### config.mk
export PLATFORM = sky130hd
export DESIGN_NAME = fsm_detect_arbiter_flat
export DESIGN_NICKNAME = d
export VERILOG_FILES = /design/src/rtl/fsm_detect_arbiter_if.sv /design/src/rtl/fsm_detect_arbiter.sv /design/src/flat_wrapper.sv
export SDC_FILE = /design/constraint.sdc
export NUM_CORES = 1
export LEC_CHECK = 0
export BUFFER_PORTS_ARGS = -buffer_cell sky130_fd_sc_hd__buf_2
export CORE_MARGIN = 1.5
export CORE_UTILIZATION = 56
export CTS_CLUSTER_DIAMETER = 60
export DETAILED_ROUTE_END_ITERATION = 7
export PLACE_DENSITY_LB_ADDON = 0.05
export SLEW_MARGIN = 30
export SYNTH_ARGS = -nofsm -noshare
export SYNTH_HDL_FRONTEND = slang
export SYNTH_SLANG_ARGS = --single-unit
export TNS_END_PERCENT = 100
### constraint.sdc
create_clock -name clk -period 3.7 [get_ports clk]
set_input_delay 0.185 -clock clk [delete_from_list [all_inputs] [get_ports clk]]
set_output_delay 0.185 -clock clk [all_outputs]
set_load 0.1 [all_outputs]
### src/rtl/fsm_detect_arbiter_if.sv
// Requester/consumer bundle for fsm_detect_arbiter: per-requester request, symbol stream
// and burst flags in; grant, ready, detector and result outputs back.
interface fsm_detect_arbiter_if #(
  parameter int CNT_W = 8
);
  logic [1:0]       i_req;
  logic [1:0]       i_valid;
  logic [1:0]       i_sym0;
  logic [1:0]       i_sym1;
  logic [1:0]       i_last;
  logic [1:0]       o_gnt;
  logic             o_ready;
  logic             o_match;
  logic             o_done;
  logic             o_gid;
  logic [CNT_W-1:0] o_count;

  modport master (
    output i_req, i_valid, i_sym0, i_sym1, i_last,
    input  o_gnt, o_ready, o_match, o_done, o_gid, o_count
  );

  modport slave (
    input  i_req, i_valid, i_sym0, i_sym1, i_last,
    output o_gnt, o_ready, o_match, o_done, o_gid, o_count
  );
endinterface

### src/rtl/fsm_detect_arbiter.sv
// Round-robin shares one two-in-a-row detector between two symbol requesters; grant one cycle
// after request, o_done one cycle after the last symbol; symbols taken whenever i_valid[g] is high.
module fsm_detect_arbiter #(
  parameter int CNT_W = 8
) (
  input logic                clk,
  input logic                rstn,
  fsm_detect_arbiter_if.slave bus
);

  typedef enum logic [1:0] {IDLE, RUN, DONE} ctrl_t;
  typedef enum logic [2:0] {INIT, A0, A1, OK0, OK1} det_t;

  ctrl_t            ctrl, nxt_ctrl;
  det_t             det, nxt_det, det_step;
  logic [1:0]       gnt, nxt_gnt;
  logic             gid_cur, nxt_gid_cur;
  logic             gid_out, nxt_gid_out;
  logic             ptr, nxt_ptr;
  logic [CNT_W-1:0] count, nxt_count;

  logic       pick;
  logic       g_req, g_valid, g_last;
  logic [1:0] g_sym;

  function automatic det_t det_next(input det_t s, input logic [1:0] sym);
    det_t r;
    case (s)
      INIT:    r = sym[1] ? A1 : A0;
      A0:      r = sym[1] ? A1 : OK0;
      A1:      r = sym[1] ? OK1 : A0;
      OK0:     r = !sym[1] ? OK0 : (sym[0] ? OK1 : A1);
      OK1:     r = sym[1] ? OK1 : (sym[0] ? OK0 : A0);
      default: r = INIT;
    endcase
    return r;
  endfunction

  assign g_req    = bus.i_req[gid_cur];
  assign g_valid  = bus.i_valid[gid_cur];
  assign g_last   = bus.i_last[gid_cur];
  assign g_sym    = gid_cur ? bus.i_sym1 : bus.i_sym0;
  assign det_step = det_next(det, g_sym);
  // Pointer-favoured requester wins only if it is actually asking.
  assign pick     = bus.i_req[ptr] ? ptr : ~ptr;

  always_comb begin
    nxt_ctrl    = ctrl;
    nxt_det     = det;
    nxt_gnt     = gnt;
    nxt_gid_cur = gid_cur;
    nxt_gid_out = gid_out;
    nxt_ptr     = ptr;
    nxt_count   = count;
    case (ctrl)
      IDLE: begin
        if (|bus.i_req) begin
          nxt_gid_cur = pick;
          nxt_gnt     = pick ? 2'b10 : 2'b01;
          nxt_count   = '0;
          nxt_det     = INIT;
          nxt_ctrl    = RUN;
        end
      end
      RUN: begin
        if (!g_req) begin
          nxt_ctrl = IDLE;
          nxt_gnt  = 2'b00;
          nxt_ptr  = ~gid_cur;
        end else if (g_valid) begin
          nxt_det = det_step;
          if ((det_step == OK0 || det_step == OK1) && count != {CNT_W{1'b1}})
            nxt_count = count + CNT_W'(1);
          if (g_last) begin
            nxt_ctrl    = DONE;
            nxt_gnt     = 2'b00;
            nxt_gid_out = gid_cur;
          end
        end
      end
      DONE: begin
        nxt_ptr  = ~gid_cur;
        nxt_ctrl = IDLE;
      end
      default: begin
        nxt_ctrl = IDLE;
        nxt_gnt  = 2'b00;
      end
    endcase
  end

  always_ff @(posedge clk or negedge rstn) begin
    if (!rstn) begin
      ctrl    <= IDLE;
      det     <= INIT;
      gnt     <= 2'b00;
      gid_cur <= 1'b0;
      gid_out <= 1'b0;
      ptr     <= 1'b0;
      count   <= '0;
    end else begin
      ctrl    <= nxt_ctrl;
      det     <= nxt_det;
      gnt     <= nxt_gnt;
      gid_cur <= nxt_gid_cur;
      gid_out <= nxt_gid_out;
      ptr     <= nxt_ptr;
      count   <= nxt_count;
    end
  end

  assign bus.o_gnt   = gnt;
  assign bus.o_ready = (ctrl == RUN);
  assign bus.o_match = (det == OK0) || (det == OK1);
  assign bus.o_done  = (ctrl == DONE);
  assign bus.o_gid   = gid_out;
  assign bus.o_count = count;

endmodule

### src/flat_wrapper.sv
// flat-port wrapper written by rule: the top's interface ports become plain ports
module fsm_detect_arbiter_flat 
#(
  parameter int CNT_W = 8
)
  (clk, rstn, bus_i_req, bus_i_valid, bus_i_sym0, bus_i_sym1, bus_i_last, bus_o_gnt, bus_o_ready, bus_o_match, bus_o_done, bus_o_gid, bus_o_count);
  fsm_detect_arbiter_if #(.CNT_W(CNT_W)) bus_i ();
  input logic clk;
  input logic rstn;
  input wire logic [$bits(bus_i.i_req)-1:0] bus_i_req;
  input wire logic [$bits(bus_i.i_valid)-1:0] bus_i_valid;
  input wire logic [$bits(bus_i.i_sym0)-1:0] bus_i_sym0;
  input wire logic [$bits(bus_i.i_sym1)-1:0] bus_i_sym1;
  input wire logic [$bits(bus_i.i_last)-1:0] bus_i_last;
  output wire logic [$bits(bus_i.o_gnt)-1:0] bus_o_gnt;
  output wire logic [$bits(bus_i.o_ready)-1:0] bus_o_ready;
  output wire logic [$bits(bus_i.o_match)-1:0] bus_o_match;
  output wire logic [$bits(bus_i.o_done)-1:0] bus_o_done;
  output wire logic [$bits(bus_i.o_gid)-1:0] bus_o_gid;
  output wire logic [$bits(bus_i.o_count)-1:0] bus_o_count;
  assign bus_i.i_req = bus_i_req;
  assign bus_i.i_valid = bus_i_valid;
  assign bus_i.i_sym0 = bus_i_sym0;
  assign bus_i.i_sym1 = bus_i_sym1;
  assign bus_i.i_last = bus_i_last;
  assign bus_o_gnt = bus_i.o_gnt;
  assign bus_o_ready = bus_i.o_ready;
  assign bus_o_match = bus_i.o_match;
  assign bus_o_done = bus_i.o_done;
  assign bus_o_gid = bus_i.o_gid;
  assign bus_o_count = bus_i.o_count;
  fsm_detect_arbiter #(.CNT_W(CNT_W)) u_core (.clk(clk), .rstn(rstn), .bus(bus_i));
endmodule
==> reports/results.tsv <==
stage	metric	value	unit
detailed_routing	route.detailed.drc	0	
global_routing	grt_max_degree	19	
layout	filler_cell_count	152	
sta	worst_slack	1.43	ns
global_routing	antenna_found_initial	0	
sta	rsz0062_at_grt	no	
sta	period_share	0.614	
run	cap_violations	0	
detailed_routing	wl	2390	um
place	place_hpwl	1700	um
layout	finalNonFillerCells	173	
synth	synth_commonest_cells	dfrtp_1, nand2_1, o21ai_0	
pwr	vdd_ir_drop_max	0.610	mV
layout	multiInputGateArea	572	um^2
synth	synthTopCellsByArea	dfrtp_1, o21ai_0, nand2_1, o211ai_1, o31ai_1	
sta	skew	0.000498	ns
synth	yosysUniqueCellTypes	37	
clock_network	insertion_delay	0.29	ns
min_path	worstHoldPathType	in -> reg	
sta	fmax	0.440	GHz
pwr	clockPowerShare	0.127	
pwr	power.switching	0.524	mW
global_routing	gr-usage-all-layers	0.244	
pwr	leakage	0.626	nW
clock_network	h-tree-depth	1	
setup_path	critPathLaunchType	flip-flop	
pwr	power_density	763	nW/um^2
clock_network	cts-root-buf	clkbuf_4	
place	place.gp.congestion	0.809	
outcome	status	finished clean	
clock_network	clock_path_buffers	2	
floorplan	row_count	15	
floorplan	start_util	0.615	
floorplan	die_w	47.2	um
setup_path	crit_fanout	12	
clock_network	cts_buffers	3	
setup_path	worst-endpoint-arrival	2.49	ns
floorplan	die_h	47.2	um
sta	slew_headroom	0.673	
detailed_routing	final_antenna_net_count	0	
setup_path	crit_required	3.92	ns
detailed_routing	wl_per_cell	13.8	um
pwr	p_int	0.436	mW
floorplan	num_io_pins	26	
clock_network	cts_tree	yes	
sta	setup_viol	0	
global_routing	grt_pass1_vias	934	
synth	ys_seq_elements	18	
layout	diodes	0	
synth	synth_top_cell_by_area	dfrtp_1	
global_routing	grt_pass1_wl	3860	um
synth	ys_async_sr_fraction	1.00	
clock_network	clkTransAtPathRegs	0.10	ns
synth	syn_area_per_cell	8.84	um^2
synth	netlist_instances	124	
clock_network	clock-sinks	18	
synth	synth_edf_count	0	
pwr	seq_power_share	0.327	
detailed_routing	first_pass_iters	4	
sta	final_hold_viol_count	0	
global_routing	grt_overflow_total	0	
synth	synth_area	1100	um^2
place	post-place-ws	1.45	ns
floorplan	die_area	2230	um^2
layout	drive_gt1_frac	0.250	
detailed_routing	first_iter_violations	31	
sta	report.final.slew_viol_count	0	
detailed_routing	viasPerCell	5.91	
sta	tightest_slew	0.494	ns
synth	synth_ff_type	dfrtp_1	
synth	yosysMostFrequentCell	dfrtp_1	
clock_network	post_cts_buffers	0	
place	dp.cells	168	
place	io_buffer_count	25	
setup_path	path_class	reg -> reg	
floorplan	core_region_area	1780	um^2
sta	period_minus_slack	2.27	ns
synth	netlist.area_leader.share	0.411	
pwr	combPwrFrac	0.546	
synth	yosysWarnings	0	
pwr	sw_frac_of_total	0.546	
setup_path	end_kind	flip-flop	
layout	nets	162	
layout	seq_area	450	um^2
synth	ys_seq_area_frac	0.411	
detailed_routing	dr_total_vias	1023	
layout	syn2layout_area_growth	14.8	%
sta	fin_tns_setup	0	ns
synth	synth.net_count	137	
[power groups by stage]
| stage | combinational (mW) | clock (mW) | sequential [mW] |
|---|---|---|---|
| floorplan | 0.335 | 0 | 0.428 |
| global placement | 0.514 | 0 | 0.313 |
| detailed placement | 0.520 | 0 | 0.316 |
| CTS | 0.524 | 0.125 | 0.313 |
| global route | 0.564 | 0.133 | 0.324 |
| finish | 0.524 | 0.122 | 0.314 |
[flip-flops by register name, summed over array words and instances (netlist names)]
register and cells:
u_core.ptr 1, u_core.det 3, u_core.bus.o_gid 1, u_core.ctrl 2, u_core.gid_cur 1, u_core.bus.o_gnt 2
u_core.bus.o_count 8
[cell type report]
cell class              instances  share of cell area
inverters                       9              0.0268
flip-flops and latches         18               0.358
multi-input cells              91               0.454
repair buffers                 26               0.107
well taps                      25              0.0249
clock buffers                   4              0.0288
[worst max-delay path: stages, from the launching register on]
cell and delay (ns):
dfrtp_1 0.53, nor2b_1 0.21, nor2_1 0.06, o32a_1 0.39, nand4bb_1 0.47, or3_1 0.47
o211ai_2 0.07
[metrics by stage]
step	area [um^2]	hold slack, ns	power (mW)	util
final	1260	0.205	0.960	0.706
after detailed placement	1210	0.141	0.836	0.680
after global placement	1210	0.131	0.826	0.680
after floorplan	1100	-0.111	0.763	-
after CTS	1260	0.193	0.961	0.706
after global routing	1260	0.191	1.02	0.706
[kinds of logic after synthesis]
logic type / count (synthesis) / synth area share
compound gates: 43 / 0.275
simple gates: 43 / 0.196
mux: 4 / 0.0388
fa+ha+maj: 1 / 0.0114
flops: 18 / 0.411
buf+inv: 15 / 0.0674
[what timing repair did]
item                                   4_1_cts  5_1_grt
resized for setup                            0        0
endpoints found under the hold margin       18        0
hold buffers                                 1        0
[per-layer routing]
layer | up-vias | track usage | wire (um)
met4 | 0 | 0.0833 | 14
met5 | - | 0 | 0
li1 | 510 | - | -
met1 | 476 | 0.327 | 1110
met3 | 2 | 0.0346 | 99
met2 | 35 | 0.403 | 1170
[worst paths after layout]
kind / start / end / slack (ns) / depth (start not counted)
min in group asynchronous: rstn / u_core.ptr / 0.34 / 2
setup reg to reg: u_core.gid_cur / u_core.bus.o_count[7] / 1.43 / 6
setup / recovery: u_core.gid_cur / u_core.bus.o_count[7] / 1.43 / 6
max in group asynchronous: rstn / u_core.det[0] / 3.08 / 2
hold reg to reg: u_core.bus.o_gid / u_core.bus.o_gid / 0.51 / 1
hold / removal: bus_i_req[1] / u_core.gid_cur / 0.21 / 3
[cell usage in the layout, fill, tap and decap left out, types with 2 or more instances in the layout]
master / instances
nand3_1: 7
o211ai_1: 7
nand4bb_1: 2
mux2i_1: 2
or3_1: 2
clkbuf_4: 3
mux2_2: 2
o21ai_0: 12
or2_2: 3
inv_1: 8
nor2b_1: 2
nand2_1: 14
a21oi_1: 4
o31ai_1: 5
nor2_1: 8
buf_2: 25
dfrtp_1: 18
a211o_1: 2
a21o_1: 3
(Power assumes the default switching activity.)
